===== src/rtl/keypad_pkg.sv =====
// Shared types, defaults and frame classifier for the 4x4 key matrix scanner.
package keypad_pkg;

  localparam int SCAN_DIV_W_DEF      = 12;
  localparam int DEBOUNCE_FRAMES_DEF = 4;

  typedef enum logic [1:0] {
    ST_IDLE       = 2'd0,
    ST_PRESS_WAIT = 2'd1,
    ST_HELD       = 2'd2,
    ST_REL_WAIT   = 2'd3
  } scan_state_e;

  typedef enum logic [1:0] {
    CLS_NONE   = 2'd0,
    CLS_SINGLE = 2'd1,
    CLS_MULTI  = 2'd2
  } frame_class_e;

  typedef struct packed {
    frame_class_e cls;
    logic [3:0]   code;
  } frame_info_t;

  // A snapshot bit is low when its key is pressed; bit index = col*4 + row.
  function automatic frame_info_t classify(input logic [15:0] snap);
    frame_info_t info;
    logic [4:0]  n;
    info.cls  = CLS_NONE;
    info.code = 4'd0;
    n         = 5'd0;
    for (int i = 0; i < 16; i++) begin
      if (!snap[i]) begin
        n         = n + 5'd1;
        info.code = 4'(i);
      end
    end
    if (n == 5'd1)     info.cls = CLS_SINGLE;
    else if (n > 5'd1) info.cls = CLS_MULTI;
    return info;
  endfunction

endpackage


===== src/rtl/key_sync.sv =====
// Two-flop synchronizer for the asynchronous row returns; idles high like the pulled-up rows.
module key_sync #(
  parameter int W = 4
) (
  input  logic         clk,
  input  logic         rst_n,
  input  logic [W-1:0] d_i,
  output logic [W-1:0] q_o
);

  logic [W-1:0] meta_q;
  logic [W-1:0] sync_q;

  always_ff @(posedge clk) begin
    if (!rst_n) begin
      meta_q <= '1;
      sync_q <= '1;
    end else begin
      meta_q <= d_i;
      sync_q <= meta_q;
    end
  end

  assign q_o = sync_q;

endmodule


===== src/rtl/key_scan.sv =====
// 4x4 key matrix scanner: strobes columns, snapshots rows per frame, and
// debounces single-key presses and releases over whole frames.
module key_scan
  import keypad_pkg::*;
#(
  parameter int SCAN_DIV_W      = SCAN_DIV_W_DEF,
  parameter int DEBOUNCE_FRAMES = DEBOUNCE_FRAMES_DEF
) (
  input  logic       clk,
  input  logic       rst_n,
  output logic [3:0] col,
  input  logic [3:0] row,
  output logic [3:0] key_code,
  output logic       key_valid,
  output logic       key_held,
  output logic [1:0] dbg_state_o
);

  localparam logic [3:0] DEB_CNT = 4'(DEBOUNCE_FRAMES);

  logic [3:0]            row_sync;
  logic [SCAN_DIV_W-1:0] slot_q;
  logic [1:0]            col_idx_q;
  logic [15:0]           snap_q;
  logic [15:0]           snap_now;
  logic                  slot_end;
  logic                  frame_end;
  frame_info_t           info;

  scan_state_e state_q, state_d;
  logic [3:0]  cnt_q, cnt_d, cnt_inc;
  logic [3:0]  cand_q, cand_d;
  logic [3:0]  code_q, code_d;
  logic        valid_q, valid_d;

  key_sync #(.W(4)) u_sync (
    .clk   (clk),
    .rst_n (rst_n),
    .d_i   (row),
    .q_o   (row_sync)
  );

  assign slot_end  = &slot_q;
  assign frame_end = slot_end && (col_idx_q == 2'd3);

  // Classification sees the column-3 sample being taken this cycle.
  always_comb begin
    snap_now = snap_q;
    snap_now[{col_idx_q, 2'b00} +: 4] = row_sync;
  end

  assign info    = classify(snap_now);
  assign cnt_inc = (cnt_q == 4'hF) ? 4'hF : cnt_q + 4'd1;

  always_ff @(posedge clk) begin
    if (!rst_n) begin
      slot_q    <= '0;
      col_idx_q <= 2'd0;
      snap_q    <= '1;
      state_q   <= ST_IDLE;
      cnt_q     <= 4'd0;
      cand_q    <= 4'd0;
      code_q    <= 4'd0;
      valid_q   <= 1'b0;
    end else begin
      slot_q  <= slot_q + 1'b1;
      if (slot_end) begin
        col_idx_q <= col_idx_q + 2'd1;
        snap_q    <= snap_now;
      end
      state_q <= state_d;
      cnt_q   <= cnt_d;
      cand_q  <= cand_d;
      code_q  <= code_d;
      valid_q <= valid_d;
    end
  end

  always_comb begin
    state_d = state_q;
    cnt_d   = cnt_q;
    cand_d  = cand_q;
    code_d  = code_q;
    valid_d = 1'b0;
    if (frame_end) begin
      case (state_q)
        ST_IDLE: begin
          if (info.cls == CLS_SINGLE) begin
            state_d = ST_PRESS_WAIT;
            cand_d  = info.code;
            cnt_d   = 4'd1;
          end
        end
        ST_PRESS_WAIT: begin
          if (info.cls == CLS_SINGLE && info.code == cand_q) begin
            cnt_d = cnt_inc;
            if (cnt_inc >= DEB_CNT) begin
              state_d = ST_HELD;
              code_d  = cand_q;
              valid_d = 1'b1;
            end
          end else begin
            state_d = ST_IDLE;
            cnt_d   = 4'd0;
          end
        end
        ST_HELD: begin
          // Extra keys while held are ignored; only a clean NONE frame starts release.
          if (info.cls == CLS_NONE) begin
            state_d = ST_REL_WAIT;
            cnt_d   = 4'd1;
          end
        end
        ST_REL_WAIT: begin
          if (info.cls == CLS_NONE) begin
            cnt_d = cnt_inc;
            if (cnt_inc >= DEB_CNT) begin
              state_d = ST_IDLE;
              cnt_d   = 4'd0;
            end
          end else begin
            state_d = ST_HELD;
            cnt_d   = 4'd0;
          end
        end
        default: state_d = ST_IDLE;
      endcase
    end
  end

  assign col         = ~(4'b0001 << col_idx_q);
  assign key_code    = code_q;
  assign key_valid   = valid_q;
  assign key_held    = (state_q == ST_HELD) || (state_q == ST_REL_WAIT);
  assign dbg_state_o = state_q;

endmodule


===== config.mk =====
export PLATFORM = sky130hd
export DESIGN_NAME = key_scan
export DESIGN_NICKNAME = d
export VERILOG_FILES = /design/src/rtl/keypad_pkg.sv /design/src/rtl/key_sync.sv /design/src/rtl/key_scan.sv
export SDC_FILE = /design/constraint.sdc
export NUM_CORES = 1
export LEC_CHECK = 0
export ABC_AREA = 1
export ABC_CLOCK_PERIOD_IN_PS = 12600
export CORE_UTILIZATION = 34
export DETAILED_ROUTE_END_ITERATION = 10
export GPL_TIMING_DRIVEN = 1
export PLACE_DENSITY = 0.51
export SKIP_CTS_REPAIR_TIMING = 1
export SYNTH_ARGS = -nofsm -noshare
export SYNTH_HDL_FRONTEND = slang
export SYNTH_SLANG_ARGS = --single-unit
export TNS_END_PERCENT = 20

===== constraint.sdc =====
create_clock -name clk -period 12.6 [get_ports clk]
set_input_delay 1.26 -clock clk [delete_from_list [all_inputs] [get_ports clk]]
set_output_delay 1.26 -clock clk [all_outputs]
set_load 0.01 [all_outputs]

==> metrics.txt, run 1 <==
status=finished, final reports clean; core area=12160 um2; DIE AREA=13120 um2; Final ANT Viol Nets=0; Power per Cell Area=75.45 nW/um2; final hold violations=0; Setup Skew=7.244 ps; r2r setup slk=1560 ps; Period minus WS final=11040 ps; vias in the first global route=3812; Achievable Freq=90.56 MHz; R2R Path End=dbg_state_o[0]$_SDFFE_PN0P_; post-synthesis async set-or-reset flop share=0; setup TNS=0 ps; Finished Cell Area=4827 um2; Hold WS=413.1 ps; Clock Path Buffers=2; slowest CP cell=dfxtp_1; number of setup violations in the final report=0; row cnt=40; count of cell types in the netlist=37; drt wl/cell=10.40 um; Slew @ Worst Pin=1001 ps; RSZ-0062 raised after global routing=no; Startpoint Class=flop; family with the most delay on the worst path=simple AND/OR/NAND/NOR gates; Area growth, synth to finish=12.12%; Main synth FF type=dfxtp_1; final wirelength=9338 um; DIE HEIGHT=114.5 um; CP endpoint kind=flop; io pins=18; largest net degree at the start of global routing=29; CTS tree=yes; Worst setup endpoint=dbg_state_o[0]$_SDFFE_PN0P_; syn_nets=740; Antenna Cells=0; PortBufs=17; Top cell by count, worst path=nand2_1; CTS root buffer=clkbuf_16; register area=1061 um2; Filler Cell Count=1306; Sink Count=53; initial DRC count=171; cells after synthesis=713; worst skew pair latency=290 ps; register area share after synthesis=0.2464; Slew Limit Fails=0; CP Depth=63; Final period util=0.8764; Die Width=114.5 um; initial core utilization=0.3540; flops & latches, synth=53; nets@finish=757; EDFF count, synth=0; First-pass DRT Iterations=4; Global Route Usage Sum=0.1538; vias per std cell=4.595; Avg Cell Area, Syn=6.038 um2; Netlist Area Pre-Place=4305 um2; Bufs and invs on worst path=11; H-tree lvl count=2; routability cong.=0.7759; Vias=4126; first-pass GRT wire length=16670 um; Slew Limit Headroom=0.3309; Ys Warns=0; DRC Markers=0; critical path required time=12800 ps; Post-DP HPWL=7553 um; crit-path max cell delay=470 ps; CP max FO=7; Pleak=0.002589 uW; maxcap violations=0; crit path kind=reg2reg; Worst EP arrival=11250 ps; total power=364.2 uW; CTS clk-pin slew, worst paths=70 ps; CTS Buf Count=5; placed cell area=4663 um2; Hold Crit Class=reg2reg; peak supply drop=74.49 uV; gr ovfl total=0; footprint of the multi-input gates=2721 um2; R2R depth=63; initial antenna violation count=0; share of layout cells above drive strength 1=0.1137; Worst R2R Start=col_idx_q[0]$_SDFFE_PN0P_; crit path from=col_idx_q[0]$_SDFFE_PN0P_
through the flow:
stage                     setup WS (ps)    util  cells
after floorplan                    2299       -    713
after global placement             1770  0.3834    891
after detailed placement           1577  0.3834    891
after CTS                          1505  0.3969    898
after global routing              525.2  0.3969    898
final                              1557  0.3969    898
final cells by class:
class                   instances  share of cell area
repair buffers                 18             0.03681
clock buffers                   5             0.02592
inverters                     131              0.1021
well taps                     168             0.04355
multi-input cells             521              0.5638
flip-flops and latches         53              0.2198
clock inverters                 2            0.008035
cell usage in the layout (no fill, tap or decap), types with 7 or more instances in the layout:
| cell type | Yosys | final |
|---|---|---|
| nand3_2 | 12 | 12 |
| inv_2 | 9 | 9 |
| dfxtp_1 | 53 | 53 |
| nand3b_1 | 8 | 8 |
| ha_1 | 21 | 21 |
| o21ai_0 | 34 | 34 |
| clkdlybuf4s50_1 | 0 | 17 |
| nand2_1 | 186 | 186 |
| nor2_1 | 63 | 63 |
| nand4_1 | 8 | 8 |
| inv_1 | 119 | 119 |
| nand3_1 | 60 | 60 |
| nor3_1 | 7 | 7 |
| a21oi_1 | 37 | 37 |
| nand2_2 | 26 | 26 |
| or2_2 | 15 | 15 |
where the power goes:
part / switching (uW) / internal [uW]
Clock: 61.8 / 93.4
Sequential: 1.05 / 169
Combinational: 24.7 / 13.9
Total: 87.5 / 277
worst min-delay path by stage:
stage | startpoint | endpoint | slack (ps) | cells past startpoint
floorplan | u_sync.meta_q[0]$_SDFF_PN1_ | u_sync.q_o[0]$_SDFF_PN1_ | 390 | 1
global placement | u_sync.meta_q[2]$_SDFF_PN1_ | u_sync.q_o[2]$_SDFF_PN1_ | 390 | 1
detailed placement | u_sync.meta_q[3]$_SDFF_PN1_ | u_sync.q_o[3]$_SDFF_PN1_ | 400 | 1
CTS | u_sync.meta_q[3]$_SDFF_PN1_ | u_sync.q_o[3]$_SDFF_PN1_ | 410 | 1
global route | u_sync.meta_q[2]$_SDFF_PN1_ | u_sync.q_o[2]$_SDFF_PN1_ | 430 | 1
finish | u_sync.meta_q[0]$_SDFF_PN1_ | u_sync.q_o[0]$_SDFF_PN1_ | 410 | 1
sequential cells by signal, indices dropped and copies added (netlist names):
signal,count
snap_q,16
cnt_q,4
dbg_state_o,2
slot_q,12
key_valid,1
u_sync.q_o,4
cand_q,4
key_code,4
col_idx_q,2
u_sync.meta_q,4
kinds of logic after synthesis:
group	after synthesis	synth area share
AO/OA/AOI/OAI	93	0.1180
XOR/XNOR	3	0.006104
adder cells (fa/ha/maj)	21	0.06103
buffers and inverters	139	0.1215
flip-flops	53	0.2464
multiplexers	1	0.002325
AND/OR/NAND/NOR	403	0.4446
cells in the mapped netlist, types with 4 or more instances:
cell type | number | area, um2
nand2_1 | 186 | 698.2
inv_1 | 119 | 446.7
nor2_1 | 63 | 236.5
nand3_1 | 60 | 300.3
dfxtp_1 | 53 | 1061
a21oi_1 | 37 | 185.2
o21ai_0 | 34 | 170.2
nand2_2 | 26 | 162.7
ha_1 | 21 | 262.8
or2_2 | 15 | 93.84
nand3_2 | 12 | 120.1
inv_2 | 9 | 33.78
clkbuf_1 | 8 | 30.03
nand3b_1 | 8 | 60.06
nand4_1 | 8 | 50.05
nor3_1 | 7 | 35.03
nor4_1 | 5 | 31.28
o211ai_1 | 5 | 37.54
o21ai_1 | 5 | 25.02
nor2_2 | 4 | 25.02
o21a_1 | 4 | 30.03
worst reg2reg max path: cells and delay by family, from the launching register on:
family	cells	cell delay [ps]
simple gates	33	4980
fa+ha+maj	15	4160
buf+inv	11	690
compound gates	3	480
flops	1	470
mux	1	170
per-layer routing:
| layer | wire [um] | GRT usage |
|---|---|---|
| met5 | 0 | 0 |
| met4 | 74 | 0.02857 |
| met3 | 150 | 0.02065 |
| met1 | 5005 | 0.2121 |
| met2 | 4108 | 0.2566 |
Note: power is estimated with default switching activity, not from simulation.
==> inputs of run 2 (changes only) <==
Settings changed: CORE_ASPECT_RATIO from default to 0.8, SLEW_MARGIN from default to 5.
==> run 2 against run 1 <==
Effect of this change:
- first-iteration DRC count is 19% higher
- count of clock-buffer cells in the layout stayed put
- final cell count is 0.45% higher
- critical path depth stayed put
- largest cell class unchanged
- clock power is 6% lower
- via count is 1.6% higher
==> metrics.txt, run 2 (synthesis gave the netlist of run 1 again) <==
status=finished, final reports clean; Period minus WS final=11140 ps; footprint of the multi-input gates=2721 um2; RSZ-0062 raised after global routing=no; drt wl/cell=10.90 um; biggest regs=snap_q: 16 flops, slot_q: 12 flops; Largest Register=snap_q; CTS Buf Count=5; CP max FO=7; peak supply drop=76.42 uV; max FFs per register=16; row cnt=36; Global Route Usage Sum=0.1617; nets@finish=757; Sink Count=53; initial DRC count=203; final wirelength=9829 um; largest net degree at the start of global routing=29; setup TNS=0 ps; PortBufs=17; Clock Path Buffers=2; Final period util=0.8840; critical path required time=12810 ps; DIE HEIGHT=102.7 um; Pleak=0.002585 uW; Power per Cell Area=73.49 nW/um2; gr ovfl total=0; crit path kind=reg2reg; io pins=18; CTS clk-pin slew, worst paths=80 ps; Filler Cell Count=1339; crit-path max cell delay=470 ps; vias in the first global route=3829; first-pass GRT wire length=17260 um; Hold WS=415.7 ps; initial core utilization=0.3514; Slew Limit Fails=0; number of setup violations in the final report=0; core area=12250 um2; routability cong.=0.8201; Area growth, synth to finish=11.97%; Final ANT Viol Nets=0; First-pass DRT Iterations=5; CP endpoint kind=flop; most frequent cells in the layout=nand2_1, inv_1, nor2_1; total power=354.3 uW; Slew @ Worst Pin=1107 ps; DRC Markers=0; slowest CP cell=dfxtp_1; Top cell by count, worst path=nand2_1; maxcap violations=0; H-tree lvl count=2; CTS root buffer=clkbuf_16; vias per std cell=4.649; initial antenna violation count=0; Setup Skew=9.016 ps; final hold violations=0; worst skew pair latency=300 ps; Post-DP HPWL=7864 um; Worst EP arrival=11350 ps; DIE AREA=13120 um2; Hold Crit Class=reg2reg; share of layout cells above drive strength 1=0.1149; Slew Limit Headroom=0.2598; register area=1061 um2; Vias=4193; most common cell after layout, fill and taps aside=nand2_1; Startpoint Class=flop; Util after Layout=0.3935; Die Width=127.8 um; Antenna Cells=0; Achievable Freq=89.78 MHz; CTS tree=yes
-- run 2: through the flow --
stage / worst slack, ps / area, um2 / cells
finish: 1462 / 4821 / 902
global route: 388.3 / 4821 / 902
floorplan: 2299 / 4305 / 713
detailed placement: 1527 / 4667 / 894
global placement: 1744 / 4667 / 894
CTS: 1462 / 4821 / 902
-- run 2: layout make-up --
type                       count  area share
clock inverter                 3    0.005969
timing repair buffer          18     0.03685
inverter                     131      0.1023
tap                          171     0.04438
sequential                    53      0.2201
clock buffer                   5     0.02595
multi-input combinational    521      0.5645
-- run 2: layer usage --
metal	part of all wire	routed length (um)	GRT usage	up-vias
li1	-	-	-	2297
met1	0.56	5492	0.2348	1849
met2	0.41	4062	0.2554	43
met3	0.024	231	0.02335	4
met5	0	0	0	-
met4	0.0045	44	0.02986	0
-- run 2: worst paths after layout --
check / from / end / slack [ps] / depth (start not counted)
worst max-delay path: col_idx_q[0]$_SDFFE_PN0P_ / dbg_state_o[1]$_SDFFE_PN0P_ / 1460 / 63
worst min-delay path: u_sync.meta_q[1]$_SDFF_PN1_ / u_sync.q_o[1]$_SDFF_PN1_ / 420 / 1
worst max register to register: col_idx_q[0]$_SDFFE_PN0P_ / dbg_state_o[1]$_SDFFE_PN0P_ / 1460 / 63
worst min register to register: u_sync.meta_q[1]$_SDFF_PN1_ / u_sync.q_o[1]$_SDFF_PN1_ / 420 / 1
-- run 2: power breakdown --
| part | switching [uW] | internal, uW | total [uW] | leakage [uW] |
|---|---|---|---|---|
| clock network | 68.4 | 76.3 | 145 | 0.0000763 |
| registers | 1.14 | 169 | 170 | 0.000430 |
| logic | 25.1 | 14.0 | 39.1 | 0.00208 |
| total | 94.7 | 260 | 354 | 0.00258 |
-- run 2: worst max-delay path, delay by kind of cell, from the launching register on --
kind / cells / cell delay, ps
buffers and inverters: 11 / 670
AND/OR/NAND/NOR: 33 / 5040
adder cells (fa/ha/maj): 15 / 4200
AO/OA/AOI/OAI: 3 / 490
multiplexers: 1 / 180
flip-flops: 1 / 470
==> inputs of run 3 (changes only) <==
Settings changed: CORE_UTILIZATION 34 to 35, MAX_ROUTING_LAYER from default to met4, PLACE_DENSITY 0.51 to 0.52.
==> run 3 against run 2 <==
Effect of this change:
- sequential power about the same
- clock skew down 1.5 ps
- hold slack worse by 2.3 ps
- clock power up 7%
- setup slack worse by 29 ps
- critical path depth up 1
- die area down 2.8%
- cell area down 0.39%
- critical path type unchanged
- largest cell class unchanged
- largest power group unchanged
==> metrics.txt, run 3 (synthesis gave the netlist of run 1 again) <==
DIE AREA=12750 um2; CTS clk-pin slew, worst paths=70 ps; first-pass GRT wire length=17550 um; First-pass DRT Iterations=4; vias in the first global route=3959; initial antenna violation count=0; row cnt=35; CTS Buf Count=5; DRC Markers=0; number of setup violations in the final report=0; Global Route Usage Sum=0.1715; vias per std cell=4.714; most common cell after layout, fill and taps aside=nand2_1; Area growth, synth to finish=11.54%; io pins=18; Largest Register=snap_q; Power per Cell Area=76.02 nW/um2; placed cell area=4638 um2; CP endpoint kind=flop; Slew Limit Headroom=0.2931; crit path from=col_idx_q[0]$_SDFFE_PN0P_; critical path required time=12810 ps; slowest CP cell=dfxtp_1; max FFs per register=16; CTS tree=yes; gr ovfl total=0; PortBufs=17; Worst EP arrival=11370 ps; Post-DP HPWL=7913 um; final wirelength=9778 um; total power=365.1 uW; Sink Count=53; crit path kind=reg2reg; Slew @ Worst Pin=1057 ps; initial core utilization=0.3668; Bufs and invs on worst path=11; Slew Limit Fails=0; maxcap violations=0; Setup Skew=7.545 ps; nets@finish=757; most frequent cells in the layout=nand2_1, inv_1, nor2_1; Antenna Cells=0; routability cong.=0.8063; CP max FO=7; Final ANT Viol Nets=0; Top cell by count, worst path=nand2_1; core area=11740 um2; Die Width=126 um; initial DRC count=305; crit-path max cell delay=480 ps; Pleak=0.002589 uW; CTS root buffer=clkbuf_16; Period minus WS final=11170 ps; peak supply drop=44.85 uV; family with the most delay on the worst path=simple AND/OR/NAND/NOR gates; DIE HEIGHT=101.2 um; Startpoint Class=flop; worst skew pair latency=290 ps; final hold violations=0; Hold WS=413.4 ps; Vias=4139; setup TNS=0 ps; Worst R2R Start=col_idx_q[0]$_SDFFE_PN0P_; Util after Layout=0.4092; Clock Path Buffers=2; H-tree lvl count=2; share of layout cells above drive strength 1=0.1137; biggest regs=snap_q: 16 flops, slot_q: 12 flops; Worst Min Path Start=u_sync.meta_q[2]$_SDFF_PN1_; Final period util=0.8863; status=finished, final reports clean; Finished Cell Area=4802 um2; Achievable Freq=89.55 MHz; drt wl/cell=11.14 um; RSZ-0062 raised after global routing=no; Hold Crit Class=reg2reg; largest net degree at the start of global routing=29
## run 3: changes by cell type in the layout (fill, tap and decap cells not counted)
cell,delta
clkinv_4,-1
inv_8,-1
bufinv_16,+1
## run 3: metrics by stage
step                worst slack [ps]  cells
floorplan                       2299    713
global placement                1751    871
detailed placement              1464    871
CTS                             1401    878
global route                   391.9    878
finish                          1433    878
## run 3: final timing paths
path | end | slack (ps) | cells after the start
worst max-delay path | dbg_state_o[0]$_SDFFE_PN0P_ | 1430 | 64
worst min-delay path | u_sync.q_o[2]$_SDFF_PN1_ | 410 | 1
worst max register to register | dbg_state_o[0]$_SDFFE_PN0P_ | 1430 | 64
worst min register to register | u_sync.q_o[2]$_SDFF_PN1_ | 410 | 1
## run 3: power by group
| group | switching (uW) | leakage (uW) | internal, uW |
|---|---|---|---|
| Sequential | 1.24 | 0.000430 | 169 |
| Clock | 61.8 | 0.0000803 | 93.4 |
| Combinational | 25.2 | 0.00208 | 14.0 |
| Total | 88.3 | 0.00259 | 277 |
## run 3: cell type report
type / count / area, um2
Clock buffer: 5 / 125.1
Clock inverter: 2 / 38.79
Fill cell: 1261 / 6934
Inverter: 131 / 493.0
Multi-Input combinational cell: 521 / 2721
Sequential cell: 53 / 1061
Tap cell: 148 / 185.2
Timing Repair Buffer: 18 / 177.7
## run 3: worst reg2reg max path, delay by kind of cell (launching register included)
kind                       cells  cell delay [ps]
AOI/OAI and AO/OA              3              590
xor gates and xnor gates       1              290
adders and majority gates     15             4110
buffers and inverters         11              690
DFF                            1              480
and+or+nand+nor               34             4930
## run 3: metal layers
layer / vias to the layer above / wire [um] / global-route usage
li1: 2291 / - / -
met1: 1807 / 5485 / 0.2395
met2: 37 / 4033 / 0.2665
met3: 4 / 220 / 0.02272
met4: 0 / 38 / 0.02966
met5: - / 0 / -
